<file path="config.mk">
export PLATFORM = sky130hd
export DESIGN_NAME = operand_extender
export DESIGN_NICKNAME = d
export VERILOG_FILES = /design/src/rtl/operand_extender.sv
export SDC_FILE = /design/constraint.sdc
export NUM_CORES = 1
export LEC_CHECK = 0
export CORE_MARGIN = 5
export CORE_UTILIZATION = 32
export CTS_BUF_LIST = sky130_fd_sc_hd__clkbuf_2 sky130_fd_sc_hd__clkbuf_4 sky130_fd_sc_hd__clkbuf_8
export DETAILED_ROUTE_END_ITERATION = 16
export GPL_ROUTABILITY_DRIVEN = 0
export HOLD_SLACK_MARGIN = 0.1
export PLACE_DENSITY = 0.54
export REMOVE_ABC_BUFFERS = 1
export SYNTH_ARGS = -nofsm -noshare
export SYNTH_HDL_FRONTEND = slang
export SYNTH_SLANG_ARGS = --single-unit
</file>
<file path="constraint.sdc">
create_clock -name clk -period 1.7 [get_ports clk]
set_input_delay 0.255 -clock clk [delete_from_list [all_inputs] [get_ports clk]]
set_output_delay 0.255 -clock clk [all_outputs]
set_load 0.005 [all_outputs]
</file>
<file path="src/rtl/operand_extender.sv">
// Operand extender: widens an instruction operand field (zero/sign/upper modes) behind a
// 2-entry output/skid buffer. Sign mode is built only when OPERAND_EXTENDER_SIGN_EN is defined.
module operand_extender #(
  parameter int IN_OPERAND_LENGTH = 11,
  parameter int EXPECTED_LENGTH   = 16
) (
  input  logic                         clk,
  input  logic                         rst_n,
  input  logic [IN_OPERAND_LENGTH-1:0] inOperand,
  input  logic [1:0]                   inMode,
  input  logic                         inValid,
  output logic                         inReady,
  output logic [EXPECTED_LENGTH-1:0]   outOperand,
  output logic                         outValid,
  input  logic                         outReady,
  output logic                         modeError
);

  localparam int PadWidth = EXPECTED_LENGTH - IN_OPERAND_LENGTH;

  generate
    if (EXPECTED_LENGTH <= IN_OPERAND_LENGTH) begin : gIllegalConfig
      $error("operand_extender: EXPECTED_LENGTH must exceed IN_OPERAND_LENGTH");
    end
  endgenerate

  logic [EXPECTED_LENGTH-1:0] extended;
  logic                       badMode;

  always_comb begin
    extended = '0;
    badMode  = 1'b0;
    case (inMode)
      2'b00: extended[IN_OPERAND_LENGTH-1:0] = inOperand;
`ifdef OPERAND_EXTENDER_SIGN_EN
      2'b01: extended = {{PadWidth{inOperand[IN_OPERAND_LENGTH-1]}}, inOperand};
`endif
      2'b10: extended[EXPECTED_LENGTH-1 -: IN_OPERAND_LENGTH] = inOperand;
      default: begin
        // Reserved (and disabled) modes still deliver the zero-extended value.
        extended[IN_OPERAND_LENGTH-1:0] = inOperand;
        badMode = 1'b1;
      end
    endcase
  end

  // Handshake: a word moves on any edge where valid && ready on that side. inReady is a
  // register equal to "skid slot empty", so it never depends on outReady in the same cycle.
  logic                       orValid, srValid, inReadyReg, modeErrorReg;
  logic [EXPECTED_LENGTH-1:0] orData, srData;
  logic                       orValidNext, srValidNext;
  logic [EXPECTED_LENGTH-1:0] orDataNext, srDataNext;
  logic                       accept, consume;

  assign accept  = inValid && inReadyReg;
  assign consume = orValid && outReady;

  always_comb begin
    orValidNext = orValid;
    orDataNext  = orData;
    srValidNext = srValid;
    srDataNext  = srData;
    if (consume) begin
      orValidNext = srValid;
      if (srValid) begin
        orDataNext = srData;
      end
      srValidNext = 1'b0;
    end
    // accept implies the skid slot is empty, so the new word goes to OR if it is free.
    if (accept) begin
      if (!orValidNext) begin
        orValidNext = 1'b1;
        orDataNext  = extended;
      end else begin
        srValidNext = 1'b1;
        srDataNext  = extended;
      end
    end
  end

  always_ff @(posedge clk or negedge rst_n) begin
    if (!rst_n) begin
      orValid      <= 1'b0;
      orData       <= '0;
      srValid      <= 1'b0;
      srData       <= '0;
      inReadyReg   <= 1'b0;
      modeErrorReg <= 1'b0;
    end else begin
      orValid      <= orValidNext;
      orData       <= orDataNext;
      srValid      <= srValidNext;
      srData       <= srDataNext;
      inReadyReg   <= !srValidNext;
      modeErrorReg <= modeErrorReg || (accept && badMode);
    end
  end

  assign inReady    = inReadyReg;
  assign outValid   = orValid;
  assign outOperand = orData;
  assign modeError  = modeErrorReg;

endmodule

</file>
==> results_dict.tcl <==
set metrics [dict create \
    seq_area_frac_synth_pct 53.1 \
    worstPathCellList "clkdlybuf4s50_1" \
    p_leak_nw 1.05 \
    cp_data_required_time_ps 1440 \
    ir_worst_vdd_uv 562 \
    finClkSkew_ps 3.86 \
    n_antenna_cell 0 \
    util_after_layout_pct 44.2 \
    report.final.slew_viol_count 0 \
    timing.max_slew.rel_slack_pct 69.2 \
    max_cap_violations 0 \
    critical-path-top-delay-family "buffers and inverters" \
    final_common_cell "sky130_fd_sc_hd__dfrtp_1" \
    area.growth.synth_to_final_pct 34.1 \
    post_cts_hold_buffer_count 0 \
    setup_total_negative_slack_ps 0 \
    slowest_delay_ps 550 \
    final_antenna_net_count 0 \
    setup_viol_count_final 0 \
    power.total_w 0.00389 \
    grt.total_usage_pct 14.8 \
    period_minus_slack_ps 1560 \
    worstPathArrival_ps 1300 \
    ff2ff_setup_slack_ps 410 \
    flip_flop_and_latch_count_after_synthesis 36 \
    worstSkewPairLatency_ps 280 \
    overflow 0 \
    path_class "flop to output port" \
    cts_setup_buffers 0 \
    placement.setup.worst_slack_ps 83.1 \
    top_library_cells_by_usage_in_the_layout_fill_and_taps_aside "36 x sky130_fd_sc_hd__dfrtp_1, 35 x sky130_fd_sc_hd__clkdlybuf4s50_1, 22 x sky130_fd_sc_hd__mux2i_1" \
    clk_pin_slew_ps 70 \
    power_density_of_the_placed_cells_nw_per_um2 1710 \
    fp.dieArea_um2 6850 \
    wire_length_of_the_first_global_routing_pass_um 7530 \
    setup.worst_path.start_class "flop" \
    layout.filler_cells 523 \
    transition_at_the_pin_with_the_smallest_max_transition_slack_ps 463 \
    h-tree-depth 2 \
    clk_path_buf_depth 2 \
    post-synth-top-area-fraction_pct 53.1 \
    min_delay_path_class "input pin to async pin" \
    cts_sinks 36 \
    core_um2 5140 \
    grt_setup_unrepaired "false" \
    syn_avg_cell_area_um2 10.7 \
    cts_tree "done" \
    die_h_um 82.8 \
    antenna_found_initial 0 \
    ratio_of_routed_vias_to_standard_cells 5.08 \
    synth.distinct_cells 20 \
    timing.final.crit_share_pct 91.5 \
    drc_errors 0 \
    grt_pass1_vias 1532 \
    placement.io_buffers 35 \
    timing.final.ws_setup_ps 144 \
    yosys-top-cells-area "sky130_fd_sc_hd__dfrtp_1 53%, sky130_fd_sc_hd__mux2i_1 13%, sky130_fd_sc_hd__o32ai_1 7.7%, sky130_fd_sc_hd__a211oi_1 7.1%, sky130_fd_sc_hd__inv_1 3.8%" \
    tritoncts.num_buffers 5 \
    run_status "finished, final reports clean" \
    vias_post_dr 1377 \
    finish.net_count 217 \
    critPathSlowestCell "sky130_fd_sc_hd__clkdlybuf4s50_1" \
    post_route_non_filler_standard_cell_count 271 \
    setup.worst_path.end_class "output port" \
    floorplan.initialDensity_pct 33.0 \
    ys_warnings 0 \
    clockRootBuffer "sky130_fd_sc_hd__clkbuf_8" \
    cp.buffers_inverters 1 \
    post_drt_wl_per_cell_um 16.7 \
    worst-path-max-fanout 7 \
    synth_top_cell_by_area "sky130_fd_sc_hd__dfrtp_1" \
    totalWireLength_um 4540 \
    synthesis.instances 158 \
    postCtsResizedCells 0 \
    first_pass_iters 4 \
    max_freq_ghz 0.643 \
    place.detailed.instances 263 \
    post_route_cells_drive_above_1_share_pct 10.9 \
    fp-row-count 26 \
    top_level_ports 36 \
    hold_viol 0 \
    maximum_number_of_pins_on_one_net_before_global_route_repair 37 \
    synth_area_um2 1700 \
    post-dp-hpwl_um 3010 \
    drt_iter0_drcs 56 \
    chipWidth_um 82.8 \
]
==> worst reg2reg max path: cells and delay by family, from the launching register on <==
kind	cells	cell delay, ps
flops	1	470
compound gates	3	740
==> sequential cells by signal (all words and copies together) (netlist names) <==
name        cells
srValid         1
srData         16
modeError       1
outOperand     16
inReady         1
outValid        1
==> per-stage QoR <==
step | cell area [um^2] | hold WS (ps)
floorplan | 1630 | -40.6
global placement | 2180 | 450
detailed placement | 2180 | 458
CTS | 2270 | 398
global route | 2270 | 437
finish | 2270 | 379
==> final cells by class <==
type                            instances  area [um^2]  share of cell area, %
Clock buffer                            6         82.6                   3.63
Clock inverter                          2         10.0                  0.440
Inverter                               17         63.8                   2.81
Multi-Input combinational cell         95          666                   29.3
Sequential cell                        36          901                   39.6
Tap cell                               70         87.6                   3.85
Timing Repair Buffer                   45          463                   20.4
==> kinds of logic (layout without fill, tap and decap cells) <==
family / count (synthesis) / after routing / synth area share (%)
and+or+nand+nor: 38 / 38 / 9.52
DFF: 36 / 36 / 53.1
AOI/OAI and AO/OA: 35 / 35 / 16.8
buffers and inverters: 27 / 70 / 7.60
muxes: 22 / 22 / 13.0
==> synthesized netlist by cell type <==
library cell / number
sky130_fd_sc_hd__mux2i_1: 22
sky130_fd_sc_hd__and2_1: 1
sky130_fd_sc_hd__dfrtp_1: 36
sky130_fd_sc_hd__a211oi_1: 16
sky130_fd_sc_hd__a31o_2: 1
sky130_fd_sc_hd__nor2_1: 15
sky130_fd_sc_hd__buf_6: 2
sky130_fd_sc_hd__nand2_1: 16
sky130_fd_sc_hd__buf_4: 1
sky130_fd_sc_hd__nand4_1: 1
sky130_fd_sc_hd__a21oi_1: 1
sky130_fd_sc_hd__a21oi_2: 1
sky130_fd_sc_hd__nand2b_1: 2
sky130_fd_sc_hd__nor3_1: 1
sky130_fd_sc_hd__inv_1: 17
sky130_fd_sc_hd__buf_2: 7
sky130_fd_sc_hd__nand2b_2: 1
sky130_fd_sc_hd__nor2b_1: 1
sky130_fd_sc_hd__o32ai_1: 15
sky130_fd_sc_hd__a22o_2: 1
==> report_power, final <==
part	internal (W)	switching [W]	total [W]
Combinational	0.000896	0.000773	0.00167
Clock	0.000323	0.000299	0.000622
Sequential	0.00128	0.000313	0.00159
Total	0.00250	0.00139	0.00389
==> final timing paths <==
| path | from | to | cells after the start |
|---|---|---|---|
| hold reg to reg | modeError | modeError | 1 |
| setup reg to reg | outValid | outOperand[14] | 3 |
| hold / removal | rst_n | srData[4] | 2 |
| max in group asynchronous | rst_n | outOperand[11] | 2 |
| min in group clk | modeError | modeError | 1 |
| setup / recovery | outValid | outValid | 1 |
==> routing by layer <==
metal,up-vias,global-route usage (%),share of wire [%]
met5,-,0,0
met4,0,4.58,0.84
met3,5,3.89,5.3
met2,35,24.8,50
met1,695,18.6,44
li1,642,-,-
Note: power is estimated with default switching activity, not from simulation.
